**config.mk**
```make
export PLATFORM = sky130hd
export DESIGN_NAME = expr_eval
export DESIGN_NICKNAME = d
export VERILOG_FILES = /design/src/rtl/expr_eval.sv
export SDC_FILE = /design/constraint.sdc
export NUM_CORES = 2
export LEC_CHECK = 0
export BUFFER_PORTS_ARGS = -buffer_cell sky130_fd_sc_hd__buf_4
export CAP_MARGIN = 10
export CORE_MARGIN = 2
export CORE_UTILIZATION = 35
export CTS_CLUSTER_SIZE = 25
export DETAILED_ROUTE_END_ITERATION = 7
export HOLD_SLACK_MARGIN = 0.1
export PLACE_DENSITY_LB_ADDON = 0.12
export SLEW_MARGIN = 20
export SYNTH_ARGS = -nofsm -noshare
export SYNTH_HDL_FRONTEND = slang
export SYNTH_SLANG_ARGS = --single-unit
```
**constraint.sdc**
```tcl
create_clock -name clk -period 16.5 [get_ports clk]
set_input_delay 2.475 -clock clk [delete_from_list [all_inputs] [get_ports clk]]
set_output_delay 2.475 -clock clk [all_outputs]
set_load 0.1 [all_outputs]
```
**src/rtl/expr_eval.sv**
```systemverilog
// expr_eval: streaming ASCII arithmetic expression evaluator.
// Honours '*' over '+'/'-' precedence using sum/product/operand registers.
module expr_eval #(
    parameter int WIDTH      = 32,
    parameter int MAX_DIGITS = 4,
    parameter int ALLOW_SUB  = 1
) (
    input  logic             clk,
    input  logic             clr_n,
    input  logic             clear,
    input  logic             in_valid,
    input  logic [7:0]       in,
    output logic             out,
    output logic [WIDTH-1:0] value,
    output logic             err
);

    localparam int CW = $clog2(MAX_DIGITS + 1);
    localparam logic [WIDTH-1:0] TEN = WIDTH'(10);
    localparam logic [WIDTH-1:0] ONE = WIDTH'(1);

    typedef enum logic [3:0] {
        IDLE = 4'b0001,
        NUM  = 4'b0010,
        OP   = 4'b0100,
        ERR  = 4'b1000
    } state_t;

    state_t           state_q, state_d;
    logic [WIDTH-1:0] s_q, s_d;
    logic [WIDTH-1:0] p_q, p_d;
    logic [WIDTH-1:0] n_q, n_d;
    logic             neg_q, neg_d;
    logic [CW-1:0]    cnt_q, cnt_d;
    logic             out_q, out_d;
    logic [WIDTH-1:0] value_q, value_d;
    logic             err_q, err_d;

    logic             is_dig, is_mul, is_add, is_sub;
    logic [WIDTH-1:0] dig, n_new, term, val_new, term_cur;

    // Character classification and arithmetic for the candidate results
    always_comb begin
        is_dig   = (in >= 8'h30) && (in <= 8'h39);
        is_mul   = (in == 8'h2A);
        is_add   = (in == 8'h2B);
        is_sub   = (ALLOW_SUB != 0) && (in == 8'h2D);
        dig      = {{(WIDTH-4){1'b0}}, in[3:0]};
        n_new    = (state_q == NUM) ? (n_q * TEN + dig) : dig;
        term     = p_q * n_new;
        val_new  = neg_q ? (s_q - term) : (s_q + term);
        term_cur = p_q * n_q;
    end

    // Next-state and datapath decode for one consumed character
    always_comb begin
        state_d = state_q;
        s_d     = s_q;
        p_d     = p_q;
        n_d     = n_q;
        neg_d   = neg_q;
        cnt_d   = cnt_q;
        out_d   = out_q;
        value_d = value_q;
        err_d   = err_q;
        if (clear) begin
            state_d = IDLE;
            s_d     = '0;
            p_d     = ONE;
            n_d     = '0;
            neg_d   = 1'b0;
            cnt_d   = '0;
            out_d   = 1'b0;
            value_d = '0;
            err_d   = 1'b0;
        end else if (in_valid) begin
            case (state_q)
                IDLE, OP: begin
                    if (is_dig) begin
                        state_d = NUM;
                        n_d     = n_new;
                        cnt_d   = CW'(1);
                        out_d   = 1'b1;
                        value_d = val_new;
                    end else if (state_q == OP) begin
                        state_d = ERR;
                        out_d   = 1'b0;
                        err_d   = 1'b1;
                    end else begin
                        out_d = 1'b0;
                        err_d = 1'b0;
                    end
                end
                NUM: begin
                    if (is_dig && (cnt_q < CW'(MAX_DIGITS))) begin
                        n_d     = n_new;
                        cnt_d   = cnt_q + CW'(1);
                        out_d   = 1'b1;
                        value_d = val_new;
                    end else if (is_mul) begin
                        state_d = OP;
                        p_d     = term_cur;
                        n_d     = '0;
                        cnt_d   = '0;
                        out_d   = 1'b0;
                    end else if (is_add || is_sub) begin
                        state_d = OP;
                        s_d     = neg_q ? (s_q - term_cur) : (s_q + term_cur);
                        p_d     = ONE;
                        n_d     = '0;
                        neg_d   = is_sub;
                        cnt_d   = '0;
                        out_d   = 1'b0;
                    end else begin
                        state_d = ERR;
                        out_d   = 1'b0;
                        err_d   = 1'b1;
                    end
                end
                default: begin
                    state_d = ERR;
                    out_d   = 1'b0;
                    err_d   = 1'b1;
                end
            endcase
        end
    end

    // State and output registers with asynchronous reset
    always_ff @(posedge clk or negedge clr_n) begin
        if (!clr_n) begin
            state_q <= IDLE;
            s_q     <= '0;
            p_q     <= ONE;
            n_q     <= '0;
            neg_q   <= 1'b0;
            cnt_q   <= '0;
            out_q   <= 1'b0;
            value_q <= '0;
            err_q   <= 1'b0;
        end else begin
            state_q <= state_d;
            s_q     <= s_d;
            p_q     <= p_d;
            n_q     <= n_d;
            neg_q   <= neg_d;
            cnt_q   <= cnt_d;
            out_q   <= out_d;
            value_q <= value_d;
            err_q   <= err_d;
        end
    end

    assign out   = out_q;
    assign value = value_q;
    assign err   = err_q;

endmodule

```
==> results.md <==
* Initial core utilization at 0.352
* Kind of end point of the critical path: flip-flop
* Skew-Pair Late Insertion Delay at 500 ps
* Placer Congestion at between 0.8 and 0.9
* Die X at approximately 360 um
* # IOs at 46
* CTS tree: done
* WL per Instance at just over 20 um
* Post-Syn Area per Cell at about 8.6 um2
* LEAKAGE at 23.4 nW
* H-Tree Depth at 4
* CP Launch Point: in[2]
* Combinational power share at 0.466
* Largest net degree at the start of global routing at 67
* Crit-path max FO at 20
* Worst Clk Skew at approximately 24 ps
* Worst setup SP type: input pin
* First-pass GRT wire length at about 220,000 um
* Vias in the first global route at 35,700
* Root buffer cell: clkbuf_16
* DRC viols at 0
* Worst EP required at ~17,000 ps
* Most Frequent Cell on Critical Path: fa_1
* Via count at roughly 33,000
* Peak VDD IR at 0.0959 mV
* Finish-stage setup viols at 0
* Clock power share at 0.256
* RR Startpoint: n_q[0]
* Post-synth EDFFs at 0
* Slowest-stage cell, CP: nor3b_1
* Switching Share at 0.452
* Synth Instances at ~5,100
* CTS max path bufs at 2
* # rows at ~130
* Relative slew slack at 0.261
* Final #Nets at slightly above 6,000
* Finished Layout Cells at roughly 6,600
* Sequential fraction of the synthesis area at 0.0794
* Max_cap viols at 0
* Crit-path max cell delay at around 760 ps
* Die area at about 130,000 um2
* CORE AREA at 123,000 um2
* Fmax at 71.7 MHz
* Synth area leaders: fa_1 38%, ha_1 11%, inv_1 8.5%
* Distinct cells, synth at 105
* Die H at approximately 360 um
* Post-CTS Setup Bufs at 0
* Synth cell count leaders: 984 x inv_1, 883 x nand2_1, 820 x fa_1
* Post-synthesis register bit count at between 100 and 150
* Share of the synthesized area in the top cell type at 0.377
* FFs w/ async S/R, synth at 1.00
* Final worst-path cycle share at 0.846
* Pins Over Slew Limit at 0
* Arr. time, crit path at 14,340 ps
* Critical path's top delay family: adder cells
* Cts bufs inserted at 17
* RSZ-0062 raised after global routing: no
* Clk slew on worst S/H paths at approximately 70 ps
* Synth Flop Type: dfrtp_1
* Psw at ~0.73 mW
* Net Count, Synth at 6,275
* Total track usage at 0.224
* Hold WC Path Type: flip-flop to flip-flop
* Drt first pass iters at 5
* HPWL Detailed at between 100,000 and 150,000 um
* Buffers on Ports at between 40 and 50
* CTS Hold Buffers Added at 0
* Min cycle time layout at 13,950 ps
* Clk sinks at around 140
* Fin. Hold Viols at 0
* Setup tns final at 0 ps
* Synthesized area at 43,500 um2
* Drt total wl at 137,000 um
* DRT iter0 DRCs at approximately 1,800
* Outcome: complete, no violations
* Initial antenna violation count at 6
* Layout cells sized above 1 at 0.0484
* Yosys warning count at 0
* Hold Crit Start: n_q[31]
* CTS-repair resized insts at 0
* Synth area leader: fa_1
* Most frequent cell after synthesis: inv_1
* Int Pwr at about 0.89 mW
* Drt via density at ~5.0
* Pwr/cell area at approximately 35 nW/um2
* Layout area overhead at 6.39%
* Worst slew pin tran at between 1000 and 1500 ps
* Seq pwr share at 0.279
* Placed Cells incl. Taps at between 6,000 and 7,000
* CP Class: input pin to flip-flop
* Total gr overflow at 0
* Crit path buffers/inverters at 7
* Final ANT Viol Nets at 0
==> power groups by stage <==
stage	combinational, mW	clock [mW]	sequential (mW)
after CTS	0.755	0.431	0.452
after detailed placement	0.749	0	0.457
after floorplan	0.419	0	0.592
final	0.754	0.415	0.451
after global routing	0.825	0.440	0.461
after global placement	0.751	0	0.458
==> state kept, by name (all words and copies together), names as in the netlist <==
register	count
cnt_q	3
neg_q	1
p_q	32
err	1
n_q	32
value	32
s_q	32
state_q	4
out	1
==> worst min-delay path: cells and delay by family (launching register included) <==
| kind | cells | cell delay [ps] |
|---|---|---|
| DFF | 1 | 350 |
| AOI/OAI and AO/OA | 1 | 50 |
| and+or+nand+nor | 1 | 40 |
==> area by class of cell <==
cell class              count  area, um2
fillers                 12900      77200
multi-input cells        3696      35500
inverters                 985       3700
flip-flops and latches    138       3470
well taps                1637       2050
repair buffers            131        995
clock buffers              19        443
clock inverters            13        156
diodes                      3       7.51
==> worst paths after layout <==
kind | slack, ps | endpoint | depth (start not counted)
max | 2550 | value[31] | 45
min | 480 | n_q[31] | 2
max reg2reg | 3520 | value[31] | 47
min reg2reg | 480 | n_q[31] | 2
max in group asynchronous | 13420 | p_q[6] | 2
min in group asynchronous | 1820 | s_q[29] | 1
==> cell families after synthesis <==
kind of cell | Yosys count | synth area share
AOI/OAI and AO/OA | 539 | 0.0842
DFF | 138 | 0.0794
xor gates and xnor gates | 315 | 0.0667
muxes | 6 | 0.00141
buffers and inverters | 1240 | 0.108
adders and majority gates | 1189 | 0.483
and+or+nand+nor | 1647 | 0.177
==> layer usage <==
| layer | vias up | global-route usage | share of wire |
|---|---|---|---|
| met5 | - | 0 | 0 |
| met4 | 0 | 0.0471 | 0.020 |
| met3 | 120 | 0.0371 | 0.050 |
| met2 | 711 | 0.366 | 0.47 |
| met1 | 17200 | 0.312 | 0.46 |
| li1 | 15400 | - | - |
==> per-stage QoR <==
stage	total power, mW	instance area (um2)	worst slack, ps	hold WS, ps	util
finish	1.62	46300	2550	479	0.375
global route	1.73	46300	1800	513	0.375
CTS	1.64	46300	2580	486	0.375
floorplan	1.01	43500	3710	449	-
global placement	1.21	45700	2180	464	0.370
detailed placement	1.21	45700	2060	471	0.370
==> layout by cell type, fill, tap and decap left out, drive strengths merged, types with 46 or more instances in the layout <==
cell type / instances
and2: 245
buf: 131
nor2b: 55
fa: 820
o21ai: 127
nand3: 48
dfrtp: 136
a22o: 59
nand2: 884
a21oi: 125
nor2: 169
ha: 369
xor2: 88
and3: 46
inv: 993
xnor2: 217
nor3: 76
No activity file was read; power rests on OpenSTA's default activity.
